<file path="config.mk">
export PLATFORM = sky130hd
export DESIGN_NAME = multicycle_ctrl
export DESIGN_NICKNAME = d
export VERILOG_FILES = /design/src/rtl/ctrl_pkg.sv /design/src/rtl/alu_dec.sv /design/src/rtl/multicycle_ctrl.sv
export SDC_FILE = /design/constraint.sdc
export NUM_CORES = 1
export LEC_CHECK = 0
export CORE_MARGIN = 2
export CORE_UTILIZATION = 37
export DETAILED_ROUTE_END_ITERATION = 16
export PLACE_DENSITY = 0.83
export RECOVER_POWER = 25
export SLEW_MARGIN = 20
export SYNTH_ARGS = -nofsm -noshare
export SYNTH_HDL_FRONTEND = slang
export SYNTH_HIERARCHICAL = 1
export SYNTH_SLANG_ARGS = --single-unit
</file>
<file path="constraint.sdc">
create_clock -name clk -period 2.28 [get_ports clk]
set_input_delay 0.456 -clock clk [delete_from_list [all_inputs] [get_ports clk]]
set_output_delay 0.456 -clock clk [all_outputs]
set_load 0.02 [all_outputs]
</file>
<file path="src/rtl/ctrl_pkg.sv">
// Shared encodings for the multicycle RV32I-subset controller: states, opcodes, ALUOp and ALU codes.
// Latency: none, constants only. Backpressure: n/a.
package ctrl_pkg;

    typedef enum logic [3:0] {
        FETCH    = 4'd0,
        DECODE   = 4'd1,
        MEMADR   = 4'd2,
        MEMREAD  = 4'd3,
        MEMWB    = 4'd4,
        MEMWRITE = 4'd5,
        EXECR    = 4'd6,
        EXECI    = 4'd7,
        JAL      = 4'd8,
        ALUWB    = 4'd9,
        BEQ      = 4'd10
    } state_t;

    localparam logic [6:0] OP_LW  = 7'b0000011;
    localparam logic [6:0] OP_SW  = 7'b0100011;
    localparam logic [6:0] OP_R   = 7'b0110011;
    localparam logic [6:0] OP_I   = 7'b0010011;
    localparam logic [6:0] OP_JAL = 7'b1101111;
    localparam logic [6:0] OP_BEQ = 7'b1100011;

    localparam logic [1:0] ALUOP_ADD   = 2'b00;
    localparam logic [1:0] ALUOP_SUB   = 2'b01;
    localparam logic [1:0] ALUOP_FUNCT = 2'b10;

    localparam logic [2:0] ALU_ADD = 3'b000;
    localparam logic [2:0] ALU_SUB = 3'b001;
    localparam logic [2:0] ALU_AND = 3'b010;
    localparam logic [2:0] ALU_OR  = 3'b011;
    localparam logic [2:0] ALU_SLT = 3'b101;

endpackage

</file>
<file path="src/rtl/alu_dec.sv">
// ALU decoder: ALUOp plus funct fields to the datapath ALU operation code.
// Latency: combinational. Backpressure: n/a.
module alu_dec
    import ctrl_pkg::*;
(
    input  logic [1:0] aluOp,
    input  logic [2:0] f3,
    input  logic       opB5,
    input  logic       f7B5,
    output logic [2:0] aluControl
);

    always_comb begin
        aluControl = ALU_ADD;
        case (aluOp)
            ALUOP_SUB: aluControl = ALU_SUB;
            ALUOP_FUNCT: begin
                case (f3)
                    // Only R-type (op[5]=1) can mean sub; I-type addi reuses f7 bits as immediate
                    3'b000:  aluControl = (opB5 && f7B5) ? ALU_SUB : ALU_ADD;
                    3'b010:  aluControl = ALU_SLT;
                    3'b110:  aluControl = ALU_OR;
                    3'b111:  aluControl = ALU_AND;
                    default: aluControl = ALU_ADD;
                endcase
            end
            default: aluControl = ALU_ADD;
        endcase
    end

endmodule

</file>
<file path="src/rtl/multicycle_ctrl.sv">
// Moore control FSM for the multicycle RV32I-subset datapath (lw, sw, R, I, beq, jal).
// Latency: beq 3, R/I/sw/jal 4, lw 5, illegal 2 cycles. Backpressure: MEM_WAIT_EN adds mem_ready stalls in FETCH/MEMREAD/MEMWRITE.
module multicycle_ctrl
    import ctrl_pkg::*;
(
    input  logic       clk,
    input  logic       reset,
    input  logic [6:0] op,
    input  logic [2:0] f3,
    input  logic [6:0] f7,
    input  logic       zero,
`ifdef MEM_WAIT_EN
    input  logic       mem_ready,
`endif
    output logic       pcWrite,
    output logic       adrSrc,
    output logic       memWrite,
    output logic       irWrite,
    output logic [1:0] resultSrc,
    output logic [1:0] aluSrcA,
    output logic [1:0] aluSrcB,
    output logic [1:0] immSrc,
    output logic       regWrite,
    output logic [2:0] aluControl,
    output logic       instrDone,
    output logic       illegal
);

    state_t     state, nextState;
    logic [1:0] aluOp;
    logic       memReady;
    logic       pcUpdate, branch, irLoad, memWe, regWe, done, badOp;
    logic       unusedF7;

`ifdef MEM_WAIT_EN
    assign memReady = mem_ready;
`else
    assign memReady = 1'b1;
`endif

    assign unusedF7 = ^{f7[6], f7[4:0]};

    always_ff @(posedge clk) begin
        if (reset) state <= FETCH;
        else       state <= nextState;
    end

    always_comb begin
        nextState = state;
        adrSrc    = 1'b0;
        resultSrc = 2'b00;
        aluSrcA   = 2'b00;
        aluSrcB   = 2'b00;
        aluOp     = ALUOP_ADD;
        pcUpdate  = 1'b0;
        branch    = 1'b0;
        irLoad    = 1'b0;
        memWe     = 1'b0;
        regWe     = 1'b0;
        done      = 1'b0;
        badOp     = 1'b0;
        case (state)
            FETCH: begin
                irLoad    = memReady;
                pcUpdate  = memReady;
                aluSrcB   = 2'b10;
                resultSrc = 2'b10;
                if (memReady) nextState = DECODE;
            end
            DECODE: begin
                aluSrcA = 2'b01;
                aluSrcB = 2'b01;
                case (op)
                    OP_LW, OP_SW: nextState = MEMADR;
                    OP_R:         nextState = EXECR;
                    OP_I:         nextState = EXECI;
                    OP_JAL:       nextState = JAL;
                    OP_BEQ:       nextState = BEQ;
                    default: begin
                        nextState = FETCH;
                        badOp     = 1'b1;
                    end
                endcase
            end
            MEMADR: begin
                aluSrcA   = 2'b10;
                aluSrcB   = 2'b01;
                nextState = (op == OP_LW) ? MEMREAD : MEMWRITE;
            end
            MEMREAD: begin
                adrSrc = 1'b1;
                if (memReady) nextState = MEMWB;
            end
            MEMWB: begin
                resultSrc = 2'b01;
                regWe     = 1'b1;
                done      = 1'b1;
                nextState = FETCH;
            end
            MEMWRITE: begin
                // The write strobe stays up across the whole stall; completion waits for the memory
                adrSrc = 1'b1;
                memWe  = 1'b1;
                done   = memReady;
                if (memReady) nextState = FETCH;
            end
            EXECR: begin
                aluSrcA   = 2'b10;
                aluOp     = ALUOP_FUNCT;
                nextState = ALUWB;
            end
            EXECI: begin
                aluSrcA   = 2'b10;
                aluSrcB   = 2'b01;
                aluOp     = ALUOP_FUNCT;
                nextState = ALUWB;
            end
            JAL: begin
                aluSrcA   = 2'b01;
                aluSrcB   = 2'b10;
                pcUpdate  = 1'b1;
                nextState = ALUWB;
            end
            ALUWB: begin
                regWe     = 1'b1;
                done      = 1'b1;
                nextState = FETCH;
            end
            BEQ: begin
                aluSrcA   = 2'b10;
                aluOp     = ALUOP_SUB;
                branch    = 1'b1;
                done      = 1'b1;
                nextState = FETCH;
            end
            default: nextState = FETCH;
        endcase
    end

    // Reset masks every side effect so an abandoned instruction commits nothing
    assign pcWrite   = ~reset & (pcUpdate | (branch & zero));
    assign irWrite   = ~reset & irLoad;
    assign memWrite  = ~reset & memWe;
    assign regWrite  = ~reset & regWe;
    assign instrDone = ~reset & done;
    assign illegal   = ~reset & badOp;

    always_comb begin
        immSrc = 2'b00;
        case (op)
            OP_SW:   immSrc = 2'b01;
            OP_BEQ:  immSrc = 2'b10;
            OP_JAL:  immSrc = 2'b11;
            default: immSrc = 2'b00;
        endcase
    end

    alu_dec uAluDec (
        .aluOp      (aluOp),
        .f3         (f3),
        .opB5       (op[5]),
        .f7B5       (f7[5]),
        .aluControl (aluControl)
    );

endmodule

</file>
# Yosys cells after proc, flatten, opt, wreduce, memory -nomap -nowiden
# Cells that the tools add are included.
# totals
ff_bits	4
inputBits	20
output_inout_bits	18
word_cells	65
# op_classes
n_eq_ne	21
n_mux	20
bitwise_logic	9
reduce_logical	14
# op_table
op	count
$pmux W4 S5	2
$eq A4 B3 Y1 const B	4
$pmux W2 S2	4
$eq A7 B6 Y1 const B	2
$eq A7 B7 Y1 const B	2
$eq A4 B4 Y1 const B	3
$pmux W3 S4	1
$reduce_or A2 Y1	6
$mux W1	10
$eq A4 B2 Y1 const B	2
$reduce_or A4 Y1	2
$and A1 B1 Y1	7
$eq A7 B2 Y1 const B	1
$eq A7 B5 Y1 const B	1
$eq A3 B3 Y1 const B	2
$pmux W2 S3	1
$pmux W3 S2	1
$reduce_or A3 Y1	2
$reduce_or A6 Y1	1
$eq A4 B1 Y1 const B	1
$logic_not A4 Y1	1
$eq A3 B2 Y1 const B	1
$logic_not A3 Y1	1
$mux W3	1
5 further kinds	5

# Longest topological paths before layout
# depth
word_depth	5
depth_mapped	7
mapped_depth_nobuf	6

# By module
# Netlist, hierarchy kept.
# by_module_without_submodules
module	n_inst	cells_per_inst	area_per_inst_um2
multicycle_ctrl	1	70	541.8
alu_dec	1	11	96.3

# Least setup slack after synthesis
# Ideal clock, no wire load.
# synth_path
path_type	reg-to-output
start	register state[1]
end	output aluControl[2]
arrival_ns	2.046
t_required_ns	1.824
setup_slack_ns	-0.222
path_stages_with_launch	6
cell_sequence	dfxtp_1 > buf_2 > nor4bb_1 > inv_1 > ha_1 > nor4b_1
# synth_via
elab_chain_cells	5
word_cells_on_any_way	8
cone_classes	eq/ne (5); mux (2); reduce/logical (1)
# synth_rtl
element	line	text
from (decl)	multicycle_ctrl.sv:29	state_t state, nextState;
from (signal assigned)	multicycle_ctrl.sv:45	else state <= nextState;
$eq A4 B3 Y1	multicycle_ctrl.sv:62	case (state)
$reduce_or A2 Y1 (no source line)	n/a	
$pmux W2 S2 *	multicycle_ctrl.sv:62	
via aluOp[0]	multicycle_ctrl.sv:30	logic [1:0] aluOp;
$eq A2 B2 Y1 / $eq A2 B1 Y1 (equally long branches)	alu_dec.sv:15	case (aluOp)
$pmux W3 S2 *	alu_dec.sv:15	
to (decl)	multicycle_ctrl.sv:24	output logic [2:0] aluControl,
# Mark *: on every way through the listed nets, which the timed path passes. The rest lies on a longest branch.

# Worst setup path in the final report
# layout_path
start	register state[2]
end	output aluControl[2]
# The elaborated chain is that of the path after synthesis.

==> run metrics <==
Syn Nets=103; final slew viol count=0; Clock Path Buffers=2; Root Driver=clkbuf_4; Die Area=0.00207 mm²; share of cells above drive strength 1=0.382; Seq cells post-synth=4; synthesized cell area=around 640 µm²; R2R depth=5; Synth Area in Compound Gates=0.210; reg-to-reg setup timing slack=about 630 ps; Die X=around 46 µm; final net count=160; Hold Path Stages=3; Clock Sinks=4; Worst R2R End=state[0]; critical path's slowest cell=dfxtp_2; Finished Core Util=0.708; P&R area growth vs syn=85.3%; maximum vdd drop=~0.25 mV; CP Cell Sequence=buf_4 > or2b_4 > nor2_4 > ha_4 > nor4b_4 > buf_4; largest net degree at the start of global routing=18; Leakage=approximately 0.00052 µW; Antenna Nets Post-Route=0; Critical R2R Launch=state[2]; Worst Max-Slew Pin Slew=approximately 320 ps; first-pass GRT wire length=between 3 and 4 mm; Bufs and invs on worst path=2; Crit Path Max Fanout=3; run status=complete, no violations; Syn Inst Count=between 80 and 90; setup repair after global routing missed its margin=true; initial DRC count=19; Core Box Area=0.00167 mm²; Yosys cell types=38; fin cells=153; register clock-pin slew on the reported worst setup and hold paths=30 ps; mean routed wirelength per cell=between 10 and 15 µm; Finish-stage setup viols=0; Die Ht=approximately 46 µm; Routability Congestion=about 0.83; mux contribution to synthesized area=0; crit end category=output port; hold slack=approximately 680 ps; Initial Util=0.382; worst hold path type=register to register; Synth Area in Adders=0.0392; sequential element share of the synthesized area=0.125; relative slew slack=0.784; Antenna diodes=0; cell area power density=roughly 240 mW/mm²; Hold Buf Count CTS=0; CTS H-tree lvls=1; Startpoint Class=register; maxcap violations=0; PortBufs=31; share of async-settable or async-resettable flops after synthesis=0; final hold violations=0; vias in the first global route=766; Post-Synth Simple-Gate Area=0.453; Mean Syn Cell Area=roughly 8 µm²; register name with the most flops=state; Clock Latency Late Sink=roughly 230 ps; CTS tree=built; dpl cells=between 100 and 150; XOR/XNOR Fraction of Synth Area=0.0686; top_reg_cell synth=dfxtp_1; Largest regs=state: 4 flops; delay-heaviest family, CP=simple AND/OR/NAND/NOR gates; io pins=38; number of flops mapped to enable cells by yosys=0; hpwl dp=between 1.5 and 2 mm; Crit path required time=roughly 1800 ps; clk_skew=0.487 ps; Final period util=0.989; Worst Path Arrival=about 1800 ps; WS Path Type=register to output port; HP Start=state[3]; Initial DRT Pass Iterations=4; row count=15; slowest stage delay, CP=between 300 and 400 ps; max reg flops=4; DRC viols=0; Via Count=approximately 840; setup TNS=0 ps; initial antenna violation count=0; f_max=0.443 GHz; Congestion Overflow GR=0; Total GRT Usage=0.218; largest family of logic cells by synthesized area=simple AND/OR/NAND/NOR gates; Inserted Clock Buffers=3; Endpoint, Worst Hold=state[3]; post-DR vias/cell=roughly 5.5; most frequent CP cell=buf_4; min Tclk post-route=around 2300 ps; Ys Warns=6; Total Wirelength=2.27 mm
-- cell type report --
cell class                 instances  area (µm²)
multi-input combinational         63         543
inverter                           7        26.3
clock buffer                       3        22.5
sequential                         4        82.6
fill                             138         488
timing repair buffer              59         487
tap                               17        21.3
-- per-stage QoR --
step	area, µm²	setup slack, ps	power, µW
2_1_floorplan	644	41.0	129
5_1_grt	1180	-17.3	303
3_5_place_dp	1140	-352	208
4_1_cts	1160	-37.1	295
6_report	1180	24.8	289
3_3_place_gp	1140	-289	205
-- cells by family after synthesis --
| family | count (synthesis) |
|---|---|
| simple gates | 39 |
| fa+ha+maj | 2 |
| xor+xnor | 5 |
| flops | 4 |
| buf+inv | 14 |
| compound gates | 17 |
-- power breakdown --
group / switching [µW] / internal, µW / leakage, µW
clock: 25.0 / 58.6 / 0.0000138
combinational: 59.2 / 72.0 / 0.000476
sequential: 1.73 / 72.1 / 0.0000336
total: 85.9 / 203 / 0.000523
-- worst max path at each step --
stage                         from  cells after the start             to
final                     state[2]                      6  aluControl[2]
after global routing      state[3]                      7  aluControl[0]
after CTS                 state[2]                      6  aluControl[2]
after detailed placement  state[1]                      6  aluControl[2]
after global placement       op[4]                      5        illegal
after floorplan           state[1]                      5  aluControl[2]
-- timing repair --
item,4_1_cts,5_1_grt
resized for setup,39,12
pin swaps,1,3
endpoints found under the setup margin,15,5
setup buffers,0,1
-- placed cells by master (no fill, tap or decap), drive strengths merged, types with 2 or more instances in the layout --
master / n
nand2b: 4
dfxtp: 4
clkdlybuf4s50: 16
a21oi: 6
nor2: 7
nor3: 7
nand4: 2
xnor2: 4
and4b: 2
nor4b: 2
buf: 31
dlygate4sd2: 9
nor4: 2
ha: 2
a221oi: 2
nor4bb: 2
inv: 7
nor3b: 3
clkbuf: 6
and3: 2
-- synth_stat cells, types with 2 or more instances --
cell type / instances / area [µm²]
dfxtp_1: 4 / 80.1
nor3_1: 7 / 35.0
buf_2: 5 / 25.0
a21oi_1: 6 / 30.0
xnor2_1: 4 / 35.0
nand2b_1: 3 / 18.8
nand4_1: 2 / 12.5
nor4b_1: 2 / 17.5
a221oi_2: 2 / 30.0
ha_1: 2 / 25.0
nor2_1: 7 / 26.3
inv_1: 7 / 26.3
nor4bb_1: 2 / 20.0
nor3b_1: 3 / 22.5
and3_1: 2 / 12.5
-- worst reg2reg max path, delay by kind of cell, from the launching register on --
family	cells	cell delay, ps
buf+inv	2	300
simple gates	2	770
compound gates	1	190
flops	1	330
-- layer usage --
layer | wire (µm) | global-route usage | share of wire
met3 | 117 | 0.00397 | 0.052
met2 | 1270 | 0.411 | 0.56
met4 | 0 | 0.0824 | 0
met1 | 879 | 0.257 | 0.39
met5 | 0 | 0 | 0
(Power assumes the default switching activity.)
